[config.mk]
export PLATFORM = sky130hd
export DESIGN_NAME = gbe_tx_snapshot_capture
export DESIGN_NICKNAME = d
export VERILOG_FILES = /design/src/rtl/gbe_snap_pkg.sv /design/src/rtl/snap_edge_detect.sv /design/src/rtl/gbe_tx_snapshot_capture.sv
export SDC_FILE = /design/constraint.sdc
export NUM_CORES = 1
export LEC_CHECK = 0
export CORE_ASPECT_RATIO = 0.9
export CORE_UTILIZATION = 40
export DETAILED_ROUTE_END_ITERATION = 10
export HOLD_SLACK_MARGIN = 0.02
export PLACE_DENSITY = 0.8
export SYNTH_ARGS = -nofsm -noshare
export SYNTH_HDL_FRONTEND = slang
export SYNTH_SLANG_ARGS = --single-unit
export TNS_END_PERCENT = 100
[constraint.sdc]
create_clock -name user_clk -period 2.7 [get_ports user_clk]
set_input_delay 0.405 -clock user_clk [delete_from_list [all_inputs] [get_ports user_clk]]
set_output_delay 0.405 -clock user_clk [all_outputs]
set_load 0.01 [all_outputs]
[src/rtl/gbe_snap_pkg.sv]
`default_nettype none
// ============================================================================
// Module   : gbe_snap_pkg
// Brief    : Shared types and bit-index constants for the 10GbE TX snapshot
//            capture controller.
// Revision : 1.0 - initial release
// ============================================================================
package gbe_snap_pkg;

    // Capture controller states; DELAY is only reachable when the trigger
    // delay feature (SNAP_TRIG_DELAY_EN) is compiled in.
    typedef enum logic [2:0] {
        ST_IDLE    = 3'd0,
        ST_ARMED   = 3'd1,
        ST_DELAY   = 3'd2,
        ST_CAPTURE = 3'd3,
        ST_DONE    = 3'd4
    } snap_state_t;

    // Control word bit positions
    localparam int CTRL_ARM      = 0;
    localparam int CTRL_TRIG_SRC = 1;
    localparam int CTRL_WE_SRC   = 2;
    localparam int CTRL_DLY_LSB  = 16;

    // Status word bit positions
    localparam int STAT_DONE = 31;
    localparam int STAT_BUSY = 30;

    // Busy covers every state between arming and completion
    function automatic logic snap_is_busy(input snap_state_t s);
        return (s == ST_ARMED) || (s == ST_DELAY) || (s == ST_CAPTURE);
    endfunction

endpackage
`default_nettype wire

[src/rtl/snap_edge_detect.sv]
`default_nettype none
// ============================================================================
// Module   : snap_edge_detect
// Brief    : Registered rising-edge detector for the software arm bit.
//            rise is high for the single cycle where level is 1 and the
//            previous-cycle copy is 0.
// Revision : 1.0 - initial release
// ============================================================================
module snap_edge_detect (
    input  logic clk,
    input  logic rst_n,
    input  logic level,
    output logic rise
);

    logic r_level_q;

    // Previous-cycle copy of the level; cleared by reset so a level already
    // high when reset releases is seen as a fresh edge.
    always_ff @(posedge clk) begin
        if (!rst_n) begin
            r_level_q <= 1'b0;
        end else begin
            r_level_q <= level;
        end
    end

    assign rise = level & ~r_level_q;

endmodule
`default_nettype wire

[src/rtl/gbe_tx_snapshot_capture.sv]
`default_nettype none
// ============================================================================
// Module   : gbe_tx_snapshot_capture
// Brief    : 10GbE TX snapshot capture controller. Arms on a rising edge of
//            the control-word arm bit, waits for a qualified trigger, then
//            writes 2^ADDR_W samples into the snapshot BRAM and reports
//            done/busy/count in a registered status word.
//            Optional feature macro: SNAP_TRIG_DELAY_EN (trigger delay in
//            qualified samples taken from ctrl_word[31:16]).
// Revision : 1.0 - initial release
// ============================================================================
module gbe_tx_snapshot_capture
    import gbe_snap_pkg::*;
#(
    parameter int ADDR_W = 10,
    parameter int DATA_W = 64,
    parameter int DLY_W  = 16
) (
    input  logic              user_clk,
    input  logic              user_rst_n,
    input  logic [31:0]       ctrl_word,
    input  logic [DATA_W-1:0] din,
    input  logic              din_valid,
    input  logic              din_trig,
    output logic              bram_we,
    output logic [ADDR_W-1:0] bram_addr,
    output logic [DATA_W-1:0] bram_data,
    output logic [31:0]       status_word,
    output logic              done
);

    localparam logic [ADDR_W:0] C_CNT_ONE = (ADDR_W+1)'(1);

    snap_state_t       r_state;
    logic [ADDR_W:0]   r_cnt;
    logic              r_we;
    logic [ADDR_W-1:0] r_addr;
    logic [DATA_W-1:0] r_data;
    logic              r_done;
    logic [31:0]       r_status;
    logic [31:0]       w_status;
    logic              w_arm_edge;
    logic              w_vld;
    logic              w_trg;
    logic              w_last;

`ifdef SNAP_TRIG_DELAY_EN
    logic [DLY_W-1:0]  r_dly;
    logic [DLY_W-1:0]  w_dly_load;
    logic              w_unused_ctrl;

    assign w_dly_load    = ctrl_word[CTRL_DLY_LSB +: DLY_W];
    assign w_unused_ctrl = ^ctrl_word[15:3];
`else
    logic              w_unused_ctrl;

    // Delay field has no meaning without the delay feature
    assign w_unused_ctrl = ^{ctrl_word[31:16], ctrl_word[15:3]};
`endif

    snap_edge_detect u_arm_edge (
        .clk   (user_clk),
        .rst_n (user_rst_n),
        .level (ctrl_word[CTRL_ARM]),
        .rise  (w_arm_edge)
    );

    // Source selects are sampled live from the control word
    assign w_vld  = ctrl_word[CTRL_WE_SRC]   ? 1'b1 : din_valid;
    assign w_trg  = ctrl_word[CTRL_TRIG_SRC] ? 1'b1 : din_trig;
    assign w_last = (r_cnt[ADDR_W-1:0] == {ADDR_W{1'b1}});

    // Capture FSM with its registered write port and done flag
    always_ff @(posedge user_clk) begin
        if (!user_rst_n) begin
            r_state <= ST_IDLE;
            r_cnt   <= '0;
            r_we    <= 1'b0;
            r_addr  <= '0;
            r_data  <= '0;
            r_done  <= 1'b0;
`ifdef SNAP_TRIG_DELAY_EN
            r_dly   <= '0;
`endif
        end else begin
            r_we <= 1'b0;
            case (r_state)
                ST_IDLE: begin
                    if (w_arm_edge) begin
                        r_state <= ST_ARMED;
                        r_cnt   <= '0;
                    end
                end
                ST_ARMED: begin
                    // A trigger without a valid sample is dropped, not held
                    if (w_trg && w_vld) begin
`ifdef SNAP_TRIG_DELAY_EN
                        if (w_dly_load != '0) begin
                            r_dly   <= w_dly_load;
                            r_state <= ST_DELAY;
                        end else begin
                            r_we    <= 1'b1;
                            r_addr  <= '0;
                            r_data  <= din;
                            r_cnt   <= C_CNT_ONE;
                            r_state <= ST_CAPTURE;
                        end
`else
                        r_we    <= 1'b1;
                        r_addr  <= '0;
                        r_data  <= din;
                        r_cnt   <= C_CNT_ONE;
                        r_state <= ST_CAPTURE;
`endif
                    end
                end
`ifdef SNAP_TRIG_DELAY_EN
                ST_DELAY: begin
                    // Skip qualified samples until the delay has run out
                    if (w_vld) begin
                        if (r_dly == '0) begin
                            r_we    <= 1'b1;
                            r_addr  <= '0;
                            r_data  <= din;
                            r_cnt   <= C_CNT_ONE;
                            r_state <= ST_CAPTURE;
                        end else begin
                            r_dly <= r_dly - 1'b1;
                        end
                    end
                end
`endif
                ST_CAPTURE: begin
                    if (w_vld) begin
                        r_we   <= 1'b1;
                        r_addr <= r_cnt[ADDR_W-1:0];
                        r_data <= din;
                        r_cnt  <= r_cnt + C_CNT_ONE;
                        if (w_last) begin
                            r_state <= ST_DONE;
                            r_done  <= 1'b1;
                        end
                    end
                end
                ST_DONE: begin
                    if (w_arm_edge) begin
                        r_state <= ST_ARMED;
                        r_cnt   <= '0;
                        r_done  <= 1'b0;
                    end
                end
                default: begin
                    r_state <= ST_IDLE;
                end
            endcase
        end
    end

    // Status word image of the current state and sample count
    always_comb begin
        w_status              = '0;
        w_status[STAT_DONE]   = (r_state == ST_DONE);
        w_status[STAT_BUSY]   = snap_is_busy(r_state);
        w_status[ADDR_W:0]    = r_cnt;
    end

    // Status is registered, so it trails the FSM by one cycle
    always_ff @(posedge user_clk) begin
        if (!user_rst_n) begin
            r_status <= '0;
        end else begin
            r_status <= w_status;
        end
    end

    assign bram_we     = r_we;
    assign bram_addr   = r_addr;
    assign bram_data   = r_data;
    assign status_word = r_status;
    assign done        = r_done;

endmodule
`default_nettype wire

Word-level counts from Yosys, hierarchy flattened:

Cells that the tools add are included.

* add/subtract/negate cells: 1
* multiply operators: 0
* div/mod/pow operators: 0
* magnitude comparators: 0
* equality and inequality tests: 10
* shifts and indexed selects: 0
* multiplexer cells: 24
* bitwise logic cells: 2
* reductions and logical operators: 12

Operators with widths (number)
* $mux 64: 2
* $pmux 64 s2: 1
* $mux 11: 3
* $pmux 11 s3: 1
* $mux 10: 2
* $pmux 10 s2: 1
* $mux 3: 4
* $reduce_and 4->1: 3
* $add 11x1->11 const B: 1
* $eq 10x10->1 const B: 1
* $pmux 3 s3: 1
* $mux 1: 7
* $eq 3x2->1 const B: 2
* $ne 2x2->1 const B: 3
* $ne 2x1->1 const B: 2
* $pmux 1 s2: 2
* $reduce_bool 2->1: 2
* $eq 3x1->1 const B: 1
* $eq 3x3->1 const B: 1
* $logic_not 3->1: 1
* $reduce_and 3->1: 1
* $reduce_bool 3->1: 1
* $logic_or 1x1->1: 2
* $reduce_or 2->1: 1
* 3 further kinds: 3

* register bits after elaboration: 123
* bits in latches: 0
* bits in writable memories: 0
* ROM bits: 0
* input port bits: 100
* output and inout port bits: 108
* memories: 0

Depth between registers and ports, before layout:

Gate-level depths: netlist of run 1.

* depth after elaboration: 4
* mapped depth: 7
* gate-level depth less buffers: 4

Hierarchy:

A second synthesis of run 1 with hierarchy kept.

* cell total of the unflattened synthesis: 477
* area total of the unflattened synthesis: 3957.5 um^2

By module, submodules not included
* gbe_tx_snapshot_capture: times used 1, cells each 474, area each 3917.5 um^2
* snap_edge_detect: times used 1, cells each 3, area each 40.0 um^2

Worst setup path after synthesis of run 1:

Ideal clock, no wire load.

* path type: flip-flop to flip-flop
* start: register r_state[1]
* end: register r_cnt[5]
* library setup time: 0.072 ns
* arrival time: 1.786 ns
* required time: 2.628 ns
* slack: 0.843 ns
* stages on the path, launching flop included: 7
* path buffers: 2
* clock period less this slack: 1.857 ns
* cell sequence: dfxtp_1 -> buf_6 -> or4b_4 -> o31a_1 -> buf_6 -> or4_1 -> a21oi_1

* cells in the longest elaborated chain, start to end: 4
* elaborated cells on any way between the ends: 11
* those cells by class: 6 x eq/ne; 1 x mux; 4 x reduce/logical

RTL lines
* start, declared: line gbe_tx_snapshot_capture.sv:34 `snap_state_t r_state;`
* start signal, assigned: line gbe_tx_snapshot_capture.sv:76 `r_state <= ST_IDLE;`
* start signal, assigned: line gbe_tx_snapshot_capture.sv:90 `r_state <= ST_ARMED;`
* start signal, assigned: line gbe_tx_snapshot_capture.sv:113 `r_state <= ST_CAPTURE;`
* $eq 3x3->1 / $logic_not 3->1 (equally long branches): line gbe_tx_snapshot_capture.sv:87 `case (r_state)`
* $reduce_or 2->1 (no line)
* $ne 2x1->1 (no line) / $reduce_bool 3->1 (equally long branches)
* $reduce_and 4->1 (no line)
* end signal, assigned: line gbe_tx_snapshot_capture.sv:138 `r_cnt <= r_cnt + C_CNT_ONE;`
* end, declared: line gbe_tx_snapshot_capture.sv:35 `logic [ADDR_W:0] r_cnt;`

Parallel ways exist; a longest one is shown, timed or not.
A chain may end at the register's enable or synchronous reset.

Worst setup path in the final report of run 1:

* start: input ctrl_word[0]
* end: register r_cnt[5]

* cells in the longest elaborated chain, start to end: 3

RTL lines
* start, declared: line gbe_tx_snapshot_capture.sv:21 `input logic [31:0] ctrl_word,`
* $and 1x1->1: line snap_edge_detect.sv:28 `assign rise = level & ~r_level_q;`
* $ne 2x1->1 (no line)
* $reduce_and 4->1 (no line)

No other way between the ends.

==> results.cfg, run 1 <==
[clock_network]
cts_buffers = 9
cts_resized = 0
cts_hold_buf = 0
cts_num_sinks = 104
cts_tree = built
root_buffer = clkbuf_8
cts.path.max_buffers = 2
ctsHtreeMaxLevel = 3
postCtsSetupBuffers = 0
insertion_delay_ns = 0.35
clk_pin_slew_ns = 0.09

[synthesis]
ys.flop_type = dfxtp_1
syn_avg_cell_area_sq_um = 8.64
synth_cells = 468
ys_seq_area_frac = 0.515
synth_area_sq_um = 4040
synth_common_cells = nand2_1, dfxtp_1, a21boi_0, clkbuf_1, buf_4
ys_ff_latch = 104
synth.most_common_cell = nand2_1
yosysTopAreaCell = dfxtp_1
synth_edf_count = 0
yosys_warnings = 0
synth_cell_types = 38
synth_top_cell_area_share = 0.515
ys_top_cells_by_area = dfxtp_1, nand2_1, a21boi_0, buf_4, clkbuf_1
synth-async-reset-ratio = 0

[die]
ios = 208
dieArea_sq_um = 10500
design.core.area_sq_um = 9740
rows = 34
die_w_microns = 108
die_h_microns = 97.4
start_util = 0.415

[drt]
vias_per_cell = 4.86
wl_met1_microns = 4190
wl_met2_microns = 4980
wirelength_microns = 10100
wl_met3_microns = 770
vias = 3613
dr.pass1.iters = 4
antenna_left = 0
post-route-drc-count = 0
routed.top_layer = met4
wl_per_cell_microns = 13.5
drtIter0Drc = 188

[cells_and_area]
multi_input_area_sq_um = 1760
layout.nets = 713
diodes = 0
layout-drive-gt1-share = 0.0405
fin_area_sq_um = 5840
register_area_sq_um = 2080
fill_cells = 861
syn2layout_area_growth_pct = 44.4

[placed_design]
placed_area_sq_um = 5640
pre_cts_ws_ns = 0.210
place.gp.congestion = 0.793
port_buffers = 159
hpwl_microns = 7140

[hold_path]
min_path_type = reg2reg
whs_path_depth = 2
min-delay-start = bram_data[5]
whs_endpoint = bram_data[5]

[timing]
max_slew_margin = 0.556
slew_viol_final = 0
fmax_mhz = 464
worst_pin_slew_ns = 0.666
setup_tns_ns = 0
min_period_over_period = 0.798
setup_ws_ns = 0.546
rsz0062_at_grt = false
skew_ns = 0.0131
hold_violations = 0
post-route-min-period_ns = 2.15
final-setup-viol-count = 0

[setup_path]
ff2ff_setup_slack_ns = 0.61
worstPathArrival_ns = 2.43
r2r_cells = 4
startpoint_type = input pin
crit_fanout = 20
cp.required_ns = 2.97
cp-end-kind = register
crit_type = in2reg
rr_endpoint = r_cnt[5]
reg2reg_from = r_state[1]

[global_routing]
grt_pass1_vias = 3540
grtUsageTotal = 0.191
antenna_found_initial = 0
grt_pass1_wl_microns = 16200
grt_remaining_overflow = 0
grt_max_degree = 61

[power]
cellLeakagePower_uw = 0.00206
power_density_nw_per_um2 = 522
ir_drop_uv = 361

[outcome]
status = finished, final reports clean

[job]
cap_violations = 0
-- worst max-delay path: stages --
cell and delay (ns):
clkdlybuf4s50_1 0.49, or4b_4 0.48, o31a_1 0.32, or4_1 0.58, a21oi_1 0.16
-- cell type report --
cell class                 instances  area share
clock inverter                     5      0.0109
multi-input combinational        331       0.301
sequential                       104       0.357
inverter                           2     0.00129
tap                              126      0.0270
clock buffer                      11      0.0225
timing repair buffer             164       0.280
-- kinds of logic after synthesis --
| logic type | after synthesis | share of synthesized area |
|---|---|---|
| AND/OR/NAND/NOR | 204 | 0.220 |
| adder cells (fa/ha/maj) | 1 | 0.00309 |
| flip-flops | 104 | 0.515 |
| other | 1 | 0.000928 |
| AO/OA/AOI/OAI | 107 | 0.192 |
| buffers and inverters | 51 | 0.0687 |
-- where the power goes --
part	switching [uW]	internal [uW]
combinational	216	247
clock	521	439
sequential	30.5	1590
total	768	2280
-- worst max-delay path by stage --
| stage | start | endpoint | slack, ns | cells after the start |
|---|---|---|---|---|
| after floorplan | r_state[1] | r_cnt[5] | 0.84 | 6 |
| after CTS | ctrl_word[0] | r_cnt[5] | 0.57 | 5 |
| after global routing | ctrl_word[0] | r_cnt[5] | 0.48 | 5 |
| after detailed placement | ctrl_word[0] | r_cnt[9] | 0.21 | 5 |
| final | ctrl_word[0] | r_cnt[5] | 0.55 | 5 |
| after global placement | ctrl_word[0] | r_cnt[5] | 0.27 | 5 |
-- layer usage --
layer,GRT usage,up-vias
met1,0.219,1669
li1,-,1803
met3,0.0503,9
met5,0,-
met4,0.0537,0
met2,0.344,132
-- through the flow --
stage	cells	hold WS, ns	power (uW)	utilization
after floorplan	486	0.444	1880	-
after global placement	727	0.450	2110	0.579
after detailed placement	727	0.457	2120	0.579
after CTS	743	0.471	3080	0.599
after global routing	743	0.484	3180	0.599
final	743	0.466	3050	0.599
-- registers in the layout, summed over array words and instances, names as in the netlist --
signal                count
done                      1
r_state                   3
bram_data                64
u_arm_edge.r_level_q      1
bram_addr                10
status_word              13
r_cnt                    11
bram_we                   1
-- cells in the final DEF, fill, tap and decap left out, types with 4 or more instances in the layout --
cell | synthesis | routed
nand3_1 | 10 | 10
a21boi_0 | 74 | 74
nor2_1 | 5 | 5
clkbuf_8 | 0 | 9
or4_1 | 4 | 4
clkdlybuf4s50_1 | 0 | 158
nand2_1 | 150 | 150
a21oi_1 | 11 | 11
o31ai_1 | 4 | 4
o21ai_0 | 6 | 6
and2_1 | 14 | 14
conb_1 | 1 | 19
dfxtp_1 | 104 | 104
or3_1 | 6 | 5
buf_4 | 19 | 4
(Power assumes the default switching activity.)
==> run 2, diff against run 1 <==
==> constraint.sdc (replaced) <==
create_clock -name user_clk -period 2.1 [get_ports user_clk]
set_input_delay 0.315 -clock user_clk [delete_from_list [all_inputs] [get_ports user_clk]]
set_output_delay 0.315 -clock user_clk [all_outputs]
set_load 0.01 [all_outputs]
==> results.cfg, run 2 (synthesized netlist as in run 1, its figures left out) <==
[die]
ios = 208
design.core.area_sq_um = 9740
rows = 34
die_h_microns = 97.4
die_w_microns = 108
dieArea_sq_um = 10500
start_util = 0.415

[drt]
dr.pass1.iters = 4
wl_per_cell_microns = 13.3
vias_per_cell = 4.93
antenna_left = 0
vias = 3700
post-route-drc-count = 0
wirelength_microns = 10000
drtIter0Drc = 152

[global_routing]
antenna_found_initial = 0
grt_pass1_vias = 3533
grt_max_degree = 59
grt_remaining_overflow = 0
grt_pass1_wl_microns = 16200
grtUsageTotal = 0.192

[power]
internal-power_uw = 2890
ir_drop_uv = 403
power_density_nw_per_um2 = 654
switchingPower_uw = 976
seqPwrFrac = 0.540
cellLeakagePower_uw = 0.00210
combPwrFrac = 0.161
p_clk_frac = 0.299
sw_frac_of_total = 0.252

[timing]
post-route-min-period_ns = 1.95
fmax_mhz = 513
slew_viol_final = 0
rsz0062_at_grt = false
skew_ns = 0.0102
setup_tns_ns = 0
min_period_over_period = 0.928
hold_violations = 0
final-setup-viol-count = 0

[placed_design]
hpwl_microns = 7220
placed_area_sq_um = 5730
dp.cells = 735
port_buffers = 159
place.gp.congestion = 0.801

[clock_network]
cts.path.max_buffers = 2
insertion_delay_ns = 0.35
root_buffer = clkbuf_8
cts_hold_buf = 0
clk_pin_slew_ns = 0.10
ctsHtreeMaxLevel = 3
cts_resized = 0
cts_buffers = 9
cts_tree = built
postCtsSetupBuffers = 0
cts_num_sinks = 104

[cells_and_area]
register_area_sq_um = 2080
fin_area_sq_um = 5910
syn2layout_area_growth_pct = 46.2
multi_input_area_sq_um = 1760
final_cell_mix = clkdlybuf4s50_1, nand2_1, dfxtp_1
layout.nets = 721
layout.cells.non_filler = 751
fill_cells = 849
diodes = 0
layout-drive-gt1-share = 0.0528
largest_reg_flops = 64
final_common_cell = clkdlybuf4s50_1

[setup_path]
r2r_cells = 5
startpoint_type = register
crit_fanout = 10
crit_type = reg2reg
worstPathArrival_ns = 2.24
rr_endpoint = r_cnt[3]
cp-end-kind = register
cp.required_ns = 2.39
reg2reg_from = r_state[1]
ff2ff_setup_slack_ns = 0.15

[hold_path]
min-delay-start = user_rst_n
whs_endpoint = bram_addr[0]
min_path_type = in2reg
whs_path_depth = 2

[job]
cap_violations = 0

[outcome]
status = finished, final reports clean
==> run 2: per-layer routing <==
metal / track usage / vias up / wire length (microns)
met5: 0 / - / 0
met4: 0.0706 / 0 / 165
met3: 0.0550 / 15 / 894
met2: 0.337 / 148 / 4900
met1: 0.218 / 1721 / 4060
li1: - / 1816 / -
==> run 2: worst max-delay path, cell delays in order (launching register included) <==
cell	delay, ns
dfxtp_1	0.41
or4b_4	0.56
o31a_1	0.21
buf_4	0.20
or3_1	0.35
a21oi_1	0.15
==> run 2: how the worst max path moves through the flow <==
stage	start	endpoint	slack, ns	cells past startpoint
floorplan	r_state[1]	r_cnt[5]	0.24	6
global placement	ctrl_word[0]	r_cnt[5]	-0.12	5
detailed placement	ctrl_word[0]	r_cnt[3]	-0.17	6
CTS	r_state[1]	r_cnt[3]	0.16	5
global route	r_state[1]	r_cnt[3]	0.03	5
finish	r_state[1]	r_cnt[3]	0.15	5
==> run 2: layout make-up <==
cell class / instances / area share
flip-flops and latches: 104 / 0.352
clock inverters: 3 / 0.00445
well taps: 126 / 0.0267
clock buffers: 13 / 0.0269
repair buffers: 172 / 0.291
multi-input cells: 331 / 0.297
inverters: 2 / 0.00127
==> run 2: power by group through the flow <==
stage / logic [uW] / clock network, uW / registers (uW)
CTS: 626 / 1200 / 2090
detailed placement: 624 / 0 / 2130
finish: 622 / 1160 / 2090
global placement: 611 / 0 / 2130
floorplan: 259 / 0 / 2160
global route: 677 / 1300 / 2100
==> run 2: metrics by stage <==
stage	power [uW]	hold WS, ns	utilization	setup WS, ns
global route	4070	0.458	0.607	0.0305
global placement	2740	0.448	0.588	-0.116
finish	3870	0.439	0.607	0.150
floorplan	2420	0.437	-	0.243
detailed placement	2760	0.456	0.588	-0.175
CTS	3920	0.430	0.607	0.164
